--- src/rtl/alu_exec.sv ---
// Execute stage: single-cycle ADD/SUB/logic/PASS, iterative one-bit-per-cycle shifts.
// Result and N/Z/C flags are registered and change only when an op completes.
module alu_exec #(
  parameter int WIDTH = 8,
  parameter int OPW   = 3,
  parameter int SHW   = 3
) (
  input  logic             clk,
  input  logic             reset,
  input  logic             start,
  input  logic [OPW-1:0]   aluOp,
  input  logic [WIDTH-1:0] ALUop1,
  input  logic [WIDTH-1:0] ALUop2,
  output logic [WIDTH-1:0] result,
  output logic             zero,
  output logic             negative,
  output logic             carry,
  output logic             busy,
  output logic             done
);

  localparam logic [OPW-1:0] OP_ADD = OPW'(0);
  localparam logic [OPW-1:0] OP_SUB = OPW'(1);
  localparam logic [OPW-1:0] OP_AND = OPW'(2);
  localparam logic [OPW-1:0] OP_OR  = OPW'(3);
  localparam logic [OPW-1:0] OP_XOR = OPW'(4);
  localparam logic [OPW-1:0] OP_SHL = OPW'(5);
  localparam logic [OPW-1:0] OP_SHR = OPW'(6);

  typedef enum logic {IDLE = 1'b0, SHIFT = 1'b1} stateType;

  stateType         state, stateNext;
  logic [WIDTH-1:0] shiftReg, shiftRegNext;
  logic [SHW-1:0]   shiftCount, shiftCountNext;
  logic             shiftLeft, shiftLeftNext;
  logic [WIDTH-1:0] resultNext;
  logic             zeroNext, negativeNext, carryNext, busyNext, doneNext;

  logic [WIDTH:0]   sum, diff;
  logic [SHW-1:0]   shiftAmt;
  logic [WIDTH-1:0] shiftStep;
  logic             shiftOut;
  logic [WIDTH-1:0] opResult;
  logic             opCarry, update;

  assign sum       = {1'b0, ALUop1} + {1'b0, ALUop2};
  assign diff      = {1'b0, ALUop1} - {1'b0, ALUop2};
  assign shiftAmt  = ALUop2[SHW-1:0];
  assign shiftStep = shiftLeft ? (shiftReg << 1) : (shiftReg >> 1);
  assign shiftOut  = shiftLeft ? shiftReg[WIDTH-1] : shiftReg[0];

  // Next-state logic; "update" marks a completion edge that commits result, flags and done.
  always_comb begin
    stateNext      = state;
    shiftRegNext   = shiftReg;
    shiftCountNext = shiftCount;
    shiftLeftNext  = shiftLeft;
    busyNext       = busy;
    opResult       = '0;
    opCarry        = 1'b0;
    update         = 1'b0;

    case (state)
      IDLE: begin
        if (start) begin
          update = 1'b1;
          case (aluOp)
            OP_ADD: begin
              opResult = sum[WIDTH-1:0];
              opCarry  = sum[WIDTH];
            end
            OP_SUB: begin
              opResult = diff[WIDTH-1:0];
              opCarry  = ~diff[WIDTH];
            end
            OP_AND: opResult = ALUop1 & ALUop2;
            OP_OR:  opResult = ALUop1 | ALUop2;
            OP_XOR: opResult = ALUop1 ^ ALUop2;
            OP_SHL, OP_SHR: begin
              if (shiftAmt == '0) begin
                opResult = ALUop1;
              end else begin
                update         = 1'b0;
                stateNext      = SHIFT;
                busyNext       = 1'b1;
                shiftRegNext   = ALUop1;
                shiftCountNext = shiftAmt;
                shiftLeftNext  = (aluOp == OP_SHL);
              end
            end
            default: opResult = ALUop2;
          endcase
        end
      end
      SHIFT: begin
        shiftRegNext   = shiftStep;
        shiftCountNext = shiftCount - SHW'(1);
        if (shiftCount == SHW'(1)) begin
          update    = 1'b1;
          opResult  = shiftStep;
          opCarry   = shiftOut;
          stateNext = IDLE;
          busyNext  = 1'b0;
        end
      end
      default: stateNext = IDLE;
    endcase

    resultNext   = update ? opResult : result;
    carryNext    = update ? opCarry : carry;
    zeroNext     = update ? (opResult == '0) : zero;
    negativeNext = update ? opResult[WIDTH-1] : negative;
    doneNext     = update;
  end

  always_ff @(posedge clk or posedge reset) begin
    if (reset) begin
      state      <= IDLE;
      shiftReg   <= '0;
      shiftCount <= '0;
      shiftLeft  <= 1'b0;
      result     <= '0;
      zero       <= 1'b0;
      negative   <= 1'b0;
      carry      <= 1'b0;
      busy       <= 1'b0;
      done       <= 1'b0;
    end else begin
      state      <= stateNext;
      shiftReg   <= shiftRegNext;
      shiftCount <= shiftCountNext;
      shiftLeft  <= shiftLeftNext;
      result     <= resultNext;
      zero       <= zeroNext;
      negative   <= negativeNext;
      carry      <= carryNext;
      busy       <= busyNext;
      done       <= doneNext;
    end
  end

endmodule

--- config.mk ---
export PLATFORM = sky130hd
export DESIGN_NAME = alu_exec
export DESIGN_NICKNAME = d
export VERILOG_FILES = /design/src/rtl/alu_exec.sv
export SDC_FILE = /design/constraint.sdc
export NUM_CORES = 1
export LEC_CHECK = 0
export BUFFER_PORTS_ARGS = -buffer_cell sky130_fd_sc_hd__buf_2
export CAP_MARGIN = 20
export CORE_ASPECT_RATIO = 1.25
export CORE_UTILIZATION = 50
export CTS_CLUSTER_SIZE = 24
export DETAILED_ROUTE_END_ITERATION = 8
export GPL_ROUTABILITY_DRIVEN = 0
export PLACE_DENSITY = 0.71
export SYNTH_ARGS = -nofsm -noshare
export SYNTH_HDL_FRONTEND = slang
export SYNTH_SLANG_ARGS = --single-unit
--- constraint.sdc ---
create_clock -name clk -period 4.11 [get_ports clk]
set_input_delay 0.2055 -clock clk [delete_from_list [all_inputs] [get_ports clk]]
set_output_delay 0.2055 -clock clk [all_outputs]
set_load 0.05 [all_outputs]
==> impl_metrics.json <==
{
  "maxSlewViolCount": 0,
  "grt_setup_unrepaired": "no",
  "vdd_drop_max_uv": 154.0,
  "fp-row-count": 29,
  "grt_pass1_wl_um": 11400,
  "ys_warn_count": 0,
  "grt_pass1_vias": 2326,
  "cp-end-kind": "register",
  "first_pass_iters": 5,
  "p_per_area_nw_per_um2": 484.3,
  "drt_iter0_drc": 273,
  "synth_edf_count": 0,
  "cts.path.max_buffers": 2,
  "max_slew.worst_pin.slew_ps": 1010,
  "synth_nets": 373,
  "die-height_um": 82.66,
  "ys_ff_latch": 25,
  "antenna_cells": 0,
  "wirelength_um": 7042,
  "setup_viol": 0,
  "worstPathArrival_ps": 2650,
  "ctsHoldBuffers": 0,
  "skew_ps": 2.920,
  "drive_above_1_share_pct": 16.03,
  "nFillCells": 490,
  "pre_cts_ws_ps": 1452,
  "maxCapViolations": 0,
  "maxSlewHeadroom_pct": 32.50,
  "synth.area.top_cells": "dfrtp_1 24%, ha_1 13%, nand2_1 5.3%, a21oi_1 5.0%, mux2i_1 4.6%",
  "drcViolationCount": 0,
  "nNetsFinal": 395,
  "io_buffers": 34,
  "rr_endpoint": "zero$_DFFE_PP0P_",
  "final_antenna_net_count": 0,
  "achievable-frequency_mhz": 401.0,
  "syn_area_um2": 2602,
  "overflow": 0,
  "cts_buffers": 3,
  "ff2ff_path_depth": 7,
  "final_common_cell": "nand2_1",
  "ys_types": 59,
  "die_width_um": 66.53,
  "reg2reg_from": "state$_DFF_PP0_",
  "worstHoldPathType": "in2async",
  "most-common-layout-cells": "37 x nand2_1, 34 x buf_2, 32 x inv_1, 27 x ha_1, 26 x a21oi_1",
  "fin_cells": 405,
  "synth_top_cell_by_area": "dfrtp_1",
  "finalCritPeriodShare_pct": 60.68,
  "p_leak_uw": 0.001414,
  "setup_tns_ps": 0,
  "r2r_slack_ps": 1620,
  "cts_sinks": 25,
  "hold_violations": 0,
  "dieArea_um2": 5499,
  "clk_latency_ps": 270,
  "critPathKind": "reg2reg",
  "antenna_found_initial": 0,
  "ioPinCount": 35,
  "cp-startpoint": "state$_DFF_PP0_",
  "post-cts-setup-buffers": 0,
  "start_kind": "register",
  "dp_hpwl_um": 5334,
  "h-tree-depth": 1,
  "syn_area_per_cell_um2": 8.082,
  "crit_fanout": 20,
  "core_area_um2": 5044,
  "postSynthCellCount": 322,
  "hold-worst-slack_ps": 129.6,
  "worstPathRequired_ps": 4270,
  "layout_min_cycle_time_ps": 2494,
  "vias_per_cell": 6.170,
  "seqCellArea_um2": 625.6,
  "grt_max_degree": 26,
  "status": "complete, no violations",
  "track_usage_pct": 27.50,
  "dp_cells": 401,
  "cts_tree": "done",
  "start_util_pct": 51.60,
  "yosysSeqAreaShare_pct": 24.04,
  "wire_per_inst_um": 17.39,
  "synth-main-ff-cell": "dfrtp_1",
  "path_clk_slew_ps": 90,
  "synth_top_area_share_pct": 24.04,
  "multi_input_area_um2": 1759,
  "post_cts_resized": 0,
  "vias": 2499,
  "async_flop_share_pct": 100.0,
  "setup_ws_ps": 1616,
  "syn2layout_area_growth_pct": 7.788,
  "root_buffer": "clkbuf_8"
}
cell families after synthesis:
kind of cell / synth area share, %
flops: 24.04
xor+xnor: 1.683
mux: 7.645
buf+inv: 8.365
compound gates: 26.01
fa+ha+maj: 14.52
simple gates: 17.74
per-stage QoR:
| stage | util (%) | instance area [um2] | total power [uW] |
|---|---|---|---|
| 6_report | 55.62 | 2805 | 1358 |
| 3_3_place_gp | 54.73 | 2760 | 1194 |
| 5_1_grt | 55.62 | 2805 | 1459 |
| 3_5_place_dp | 54.73 | 2760 | 1208 |
| 4_1_cts | 55.62 | 2805 | 1354 |
| 2_1_floorplan | - | 2603 | 1025 |
how the worst max path moves through the flow:
| stage | to | slack [ps] | depth (start not counted) |
|---|---|---|---|
| 3_5_place_dp | zero$_DFFE_PP0P_ | 1450 | 10 |
| 5_1_grt | zero$_DFFE_PP0P_ | 1430 | 7 |
| 3_3_place_gp | zero$_DFFE_PP0P_ | 1500 | 10 |
| 2_1_floorplan | zero$_DFFE_PP0P_ | 1850 | 9 |
| 6_report | zero$_DFFE_PP0P_ | 1620 | 7 |
| 4_1_cts | zero$_DFFE_PP0P_ | 1650 | 6 |
synthesized netlist by cell type (all sizes together) (2+ instances only):
cell	instances
or3b	2
a221oi	4
inv	34
nor2b	4
a211o	2
a21o	6
or2	2
nor3	6
and3	2
a21oi	26
xnor2	4
o41ai	3
nand2b	5
nand3	12
buf	12
mux2	7
a221o	2
clkbuf	5
a2bb2oi	4
nand2	37
fa	2
dfrtp	25
nor2	13
a31oi	2
ha	27
o22ai	3
a211oi	3
o211ai	8
mux2i	12
o21ai	25
nand4	3
flip-flops by register name, summed over array words and instances (netlist names):
| name | cells |
|---|---|
| carry | 1 |
| done | 1 |
| negative | 1 |
| busy | 1 |
| zero | 1 |
| shiftLeft | 1 |
| shiftCount | 3 |
| result | 7 |
| state | 1 |
| shiftReg | 8 |
report_power, final:
part	switching, uW	internal [uW]
logic	508	249
clock network	77.2	69.4
registers	105	349
total	690	668
critical path: stages (launching register included):
cell and delay [ps]:
dfrtp_1 600, nor2b_1 870, nand4_1 190, mux2i_1 210, a41oi_1 80, o211ai_1 180, nand4bb_1 160, o31ai_1 80
area by class of cell:
cell class | count | share of cell area, %
Multi-Input combinational cell | 246 | 62.71
Sequential cell | 25 | 22.30
Inverter | 34 | 4.549
Tap cell | 62 | 2.765
Clock buffer | 4 | 1.606
Timing Repair Buffer | 34 | 6.066
routing by layer:
layer / GRT usage (%) / part of all wire (%)
met5: 0 / 0
met4: 10.64 / 2.2
met3: 1.648 / 5.8
met2: 46.63 / 49
met1: 36.44 / 43
No activity file was read; power rests on OpenSTA's default activity.
